`src/rtl/alu_issue_stage.sv`:
```
// alu_issue_stage: resolves and registers ALU operands behind a valid/ready
// handshake with flush. It also counts the operations issued to the ALU.
// Ports:
//   id_*        decoded instruction from ID (valid/ready)
//   fwd_ex_*    forwarding source in EX/MEM
//   fwd_wb_*    forwarding source in MEM/WB
//   flush       kills the held op and any op being accepted
//   ex_*, A, B, SELOP  registered bundle to the ALU (valid/ready)
//   issue_count wrap-around count of consumed ops
module alu_issue_stage #(
    parameter int ANCHO = 32,
    parameter int AW    = 5
) (
    input  logic             clk,
    input  logic             rst_n,
    input  logic             id_valid,
    output logic             id_ready,
    input  logic [AW-1:0]    id_rs1_addr,
    input  logic [AW-1:0]    id_rs2_addr,
    input  logic [AW-1:0]    id_rd_addr,
    input  logic [ANCHO-1:0] id_rs1_data,
    input  logic [ANCHO-1:0] id_rs2_data,
    input  logic [ANCHO-1:0] id_imm,
    input  logic             id_use_imm,
    input  logic [3:0]       id_selop,
    input  logic             id_reg_write,
    input  logic             fwd_ex_we,
    input  logic [AW-1:0]    fwd_ex_rd,
    input  logic [ANCHO-1:0] fwd_ex_data,
    input  logic             fwd_wb_we,
    input  logic [AW-1:0]    fwd_wb_rd,
    input  logic [ANCHO-1:0] fwd_wb_data,
    input  logic             flush,
    input  logic             ex_ready,
    output logic             ex_valid,
    output logic [ANCHO-1:0] A,
    output logic [ANCHO-1:0] B,
    output logic [3:0]       SELOP,
    output logic [AW-1:0]    ex_rd_addr,
    output logic             ex_reg_write,
    output logic             ex_illegal,
    output logic [31:0]      issue_count
);

    logic             valid_q, valid_d;
    logic [ANCHO-1:0] a_q, a_d;
    logic [ANCHO-1:0] b_q, b_d;
    logic [3:0]       selop_q, selop_d;
    logic [AW-1:0]    rd_q, rd_d;
    logic             rw_q, rw_d;
    logic             ill_q, ill_d;
    logic [31:0]      cnt_q, cnt_d;

    logic             accept;
    logic             issue;
    logic             legal;
    logic             is_shift;
    logic [ANCHO-1:0] rs1_val;
    logic [ANCHO-1:0] rs2_val;
    logic [ANCHO-1:0] b_val;

    // x0 is hardwired: never forwarded even if a producer names rd=0.
    function automatic logic [ANCHO-1:0] resolve(
        input logic [AW-1:0]    addr,
        input logic [ANCHO-1:0] rf
    );
        logic [ANCHO-1:0] r;
        r = rf;
        if (addr == '0)
            r = '0;
        else if (fwd_ex_we && fwd_ex_rd == addr)
            r = fwd_ex_data;
        else if (fwd_wb_we && fwd_wb_rd == addr)
            r = fwd_wb_data;
        return r;
    endfunction

    assign id_ready = !valid_q || ex_ready;
    assign accept   = id_valid && id_ready && !flush;
    assign issue    = valid_q && ex_ready && !flush;

    always_comb begin
        legal    = 1'b1;
        is_shift = 1'b0;
        unique case (id_selop)
            4'b0000, 4'b1000, 4'b0111,
            4'b0110, 4'b0100, 4'b0010: legal = 1'b1;
            4'b0001, 4'b0101, 4'b1101: is_shift = 1'b1;
            default:                   legal = 1'b0;
        endcase
    end

    always_comb begin
        rs1_val = resolve(id_rs1_addr, id_rs1_data);
        rs2_val = resolve(id_rs2_addr, id_rs2_data);
        b_val   = id_use_imm ? id_imm : rs2_val;
        // Shifters only look at the shift amount; clear the rest.
        if (is_shift)
            b_val = {{(ANCHO-5){1'b0}}, b_val[4:0]};
    end

    always_comb begin
        a_d     = a_q;
        b_d     = b_q;
        selop_d = selop_q;
        rd_d    = rd_q;
        rw_d    = rw_q;
        ill_d   = ill_q;
        if (accept) begin
            a_d     = rs1_val;
            b_d     = b_val;
            selop_d = legal ? id_selop : 4'b0000;
            rd_d    = id_rd_addr;
            rw_d    = id_reg_write && legal;
            ill_d   = !legal;
        end

        if (flush)
            valid_d = 1'b0;
        else if (accept)
            valid_d = 1'b1;
        else if (ex_ready)
            valid_d = 1'b0;
        else
            valid_d = valid_q;

        cnt_d = cnt_q + {31'b0, issue};
    end

    always_ff @(posedge clk) begin
        if (!rst_n) begin
            valid_q <= 1'b0;
            a_q     <= '0;
            b_q     <= '0;
            selop_q <= '0;
            rd_q    <= '0;
            rw_q    <= 1'b0;
            ill_q   <= 1'b0;
            cnt_q   <= '0;
        end else begin
            valid_q <= valid_d;
            a_q     <= a_d;
            b_q     <= b_d;
            selop_q <= selop_d;
            rd_q    <= rd_d;
            rw_q    <= rw_d;
            ill_q   <= ill_d;
            cnt_q   <= cnt_d;
        end
    end

    assign ex_valid     = valid_q;
    assign A            = a_q;
    assign B            = b_q;
    assign SELOP        = selop_q;
    assign ex_rd_addr   = rd_q;
    assign ex_reg_write = rw_q;
    assign ex_illegal   = ill_q;
    assign issue_count  = cnt_q;

endmodule

```
`config.mk`:
```
export PLATFORM = sky130hd
export DESIGN_NAME = alu_issue_stage
export DESIGN_NICKNAME = d
export VERILOG_FILES = /design/src/rtl/alu_issue_stage.sv
export SDC_FILE = /design/constraint.sdc
export NUM_CORES = 1
export LEC_CHECK = 0
export CAP_MARGIN = 10
export CELL_PAD_IN_SITES_DETAIL_PLACEMENT = 0
export CELL_PAD_IN_SITES_GLOBAL_PLACEMENT = 2
export CORE_MARGIN = 8
export CORE_UTILIZATION = 20
export CTS_CLUSTER_SIZE = 25
export DETAILED_ROUTE_END_ITERATION = 7
export PLACE_DENSITY = 0.79
export SLEW_MARGIN = 10
export SYNTH_ARGS = -nofsm -noshare
export SYNTH_HDL_FRONTEND = slang
export SYNTH_SLANG_ARGS = --single-unit
```
`constraint.sdc`:
```
create_clock -name clk -period 2.15 [get_ports clk]
set_input_delay 0.43 -clock clk [delete_from_list [all_inputs] [get_ports clk]]
set_output_delay 0.43 -clock clk [all_outputs]
set_load 0.01 [all_outputs]
```
==> metrics.cfg <==
[outcome]
status = finished clean

[critical_path]
crit_type = in -> reg
required_ns = 2.41
worstSetupEndpointType = flip-flop
cp_slowest_stage_delay_ns = 0.46
slowest_stage = clkdlybuf4s50_1
crit_chain = clkdlybuf4s50_1 > nor2_1 > ha_2 > ha_4 > nand2_2 > nor4_4 > buf_4 > nand4_1 > xnor2_1 > and2_1
cp.buffers_inverters = 2
cp_max_fo = 5
critical-path-top-delay-family = simple AND/OR/NAND/NOR gates
cp.arrival_ns = 2.34
start_kind = input pin

[synthesis]
synthFlopType = dfxtp_1
syn-cell-area_sq_mm = 0.005863
synth.distinct_cells = 48
synth_top_cell_by_area = dfxtp_1
synth_edf_count = 0
seq_area_frac_synth_pct = 36.88
synth_cells = 653
syn_area_per_cell_sq_um = 8.979
synth_area_leaders = dfxtp_1 (37%), mux2i_1 (11%), o221ai_1 (4.8%), a222oi_1 (4.6%), xnor2_1 (4.3%)
synth_top_area_share_pct = 36.88
async_flop_share_pct = 0
synthesis.nets = 853
ys.warnings.count = 0
synth-seq-cells = 108

[global_routing]
gr-usage-all-layers_pct = 15.22
grt_pass1_wl_um = 41820
grt_pass1_vias = 6776
grt.overflow.total = 0
antenna_found_initial = 2
grt_max_degree = 55

[sta]
rsz0062_at_grt = true
hold_violations = 0
max_freq_mhz = 481.3
setup_viol = 0
clock_skew_ns = 0.01715
relSlewSlack_pct = 71.21
min_period_ns = 2.078
period_share_pct = 96.63
slew_violations = 0
worstMarginPinSlew_ns = 0.4319
timing.final.ws_setup_ns = 0.07242

[die]
die_area_sq_mm = 0.03505
die_y_um = 187.2
rows = 62
initial_core_util_pct = 20.37
core_area_sq_mm = 0.02878
die_w_um = 187.2
ios = 307

[pwr]
power.total_w = 0.005038
power_leakage_nw = 3.616
powerDensity_mw_per_mm2 = 496.9
ir_drop_mv = 0.3119

[placed_design]
placed_area_sq_mm = 0.009663
globalplace.congestion = 0.7501
post-dp-hpwl_um = 21070
port_buffers = 306
pre_cts_slack_ns = -0.4385
dp_cells = 1340

[clock_tree]
cts_sinks = 108
cts_buffers = 9
cts.clk_slew.worst_paths_ns = 0.09
clock_path_buffers = 2
clkLatencyLatePin_ns = 0.36
clock-root-buffer = clkbuf_16
ctsHoldBuffers = 0
cts_max_level = 3
cts_tree = yes

[routing]
first_iter_violations = 353
vias_per_cell = 4.657
num_vias = 6366
drt-total-wl_um = 27820
drtPass1Iterations = 6
ant_nets = 0
avgRoutedWirePerCell_um = 20.35
drc = 0

[finish]
layout-drive-gt1-share_pct = 10.38
layout_commonest_cell = clkdlybuf4s50_1
n_antenna_cell = 0
final_cell_mix = clkdlybuf4s50_1 (300), dfxtp_1 (108), nand2_1 (65)
nNetsFinal = 1178
area_delta_synth_final_pct = 72.92
fillCellCount = 2974
final_area_sq_mm = 0.01014
layout.cells.non_filler = 1367

[run]
drv_cap = 0

[worst_hold_path]
worst_hold_path_type = reg -> reg

==> cell type report <==
type,instances,area [sq um],share of cell area [%]
inverters,35,131.4,1.296
repair buffers,369,3707,36.57
flip-flops and latches,108,2162,21.33
multi-input cells,455,3353,33.07
clock buffers,10,239.0,2.357
well taps,384,480.5,4.739
clock inverters,6,65.06,0.6417
==> through the flow <==
stage          util (%)  setup TNS [ns]  hold WS [ns]
2_1_floorplan         -               0        0.4792
3_3_place_gp      33.58          -23.46        0.4407
3_5_place_dp      33.58          -25.58        0.4467
4_1_cts           34.64               0        0.4584
5_1_grt           35.23               0        0.4814
6_report          35.23               0        0.4555
==> power by group <==
part           internal [W]  leakage (nW)  switching, W
logic              0.000671          2.59      0.000458
registers           0.00208         0.879     0.0000589
clock network      0.000858         0.150      0.000914
==> synth_stat cells (4+ instances only) <==
master / instances
o21ai_0: 31
nand2_1: 66
o22ai_1: 32
buf_1: 6
buf_6: 6
o211ai_1: 32
o221ai_1: 32
a21boi_1: 6
o21ai_1: 4
and3_1: 10
mux2i_1: 64
nand3_1: 15
buf_2: 6
a222oi_1: 27
a221oi_1: 5
inv_1: 35
a21oi_1: 5
nand4_1: 8
clkbuf_1: 31
xnor2_1: 29
buf_4: 6
and2_1: 27
nor2_1: 5
dfxtp_1: 108
xor2_1: 17
nor3_1: 4
nand2b_1: 4
==> worst paths after layout <==
| kind | depth (start not counted) | slack [ns] | end | from |
|---|---|---|---|---|
| max | 10 | 0.07 | issue_count[28] | flush |
| max reg2reg | 10 | 0.19 | issue_count[28] | ex_valid |
| min reg2reg | 2 | 0.46 | ex_rd_addr[1] | ex_rd_addr[1] |
| min | 2 | 0.46 | ex_rd_addr[1] | ex_rd_addr[1] |
==> sequential cells by signal, indices dropped and copies added (netlist names) <==
register	count
ex_illegal	1
ex_reg_write	1
SELOP	4
issue_count	32
ex_valid	1
ex_rd_addr	5
A	32
B	32
==> metal layers <==
metal,vias up,track usage [%],part of all wire [%]
li1,3103,-,-
met1,2982,17.98,42
met2,259,25.85,48
met3,18,6.208,9.3
met4,4,2.474,1.1
met5,-,0,0.083
==> worst min-delay path: cells and delay by family (launching register included) <==
| family | cells | cell delay, ns |
|---|---|---|
| AND/OR/NAND/NOR | 1 | 0.05 |
| flip-flops | 1 | 0.31 |
| AO/OA/AOI/OAI | 1 | 0.05 |
==> what timing repair did <==
action | CTS | global route
setup buffers | 0 | 9
resized for setup | 5 | 16
gates cloned | 0 | 2
pin swaps | 3 | 8
endpoints found under the setup margin | 17 | 40
==> cells by family after synthesis <==
| logic type | Yosys count | share of synthesized area (%) |
|---|---|---|
| buffers and inverters | 90 | 7.042 |
| xor gates and xnor gates | 46 | 6.871 |
| adders and majority gates | 2 | 0.4267 |
| muxes | 64 | 10.93 |
| and+or+nand+nor | 157 | 14.13 |
| AOI/OAI and AO/OA | 186 | 23.73 |
| DFF | 108 | 36.88 |
Note: power is estimated with default switching activity, not from simulation.
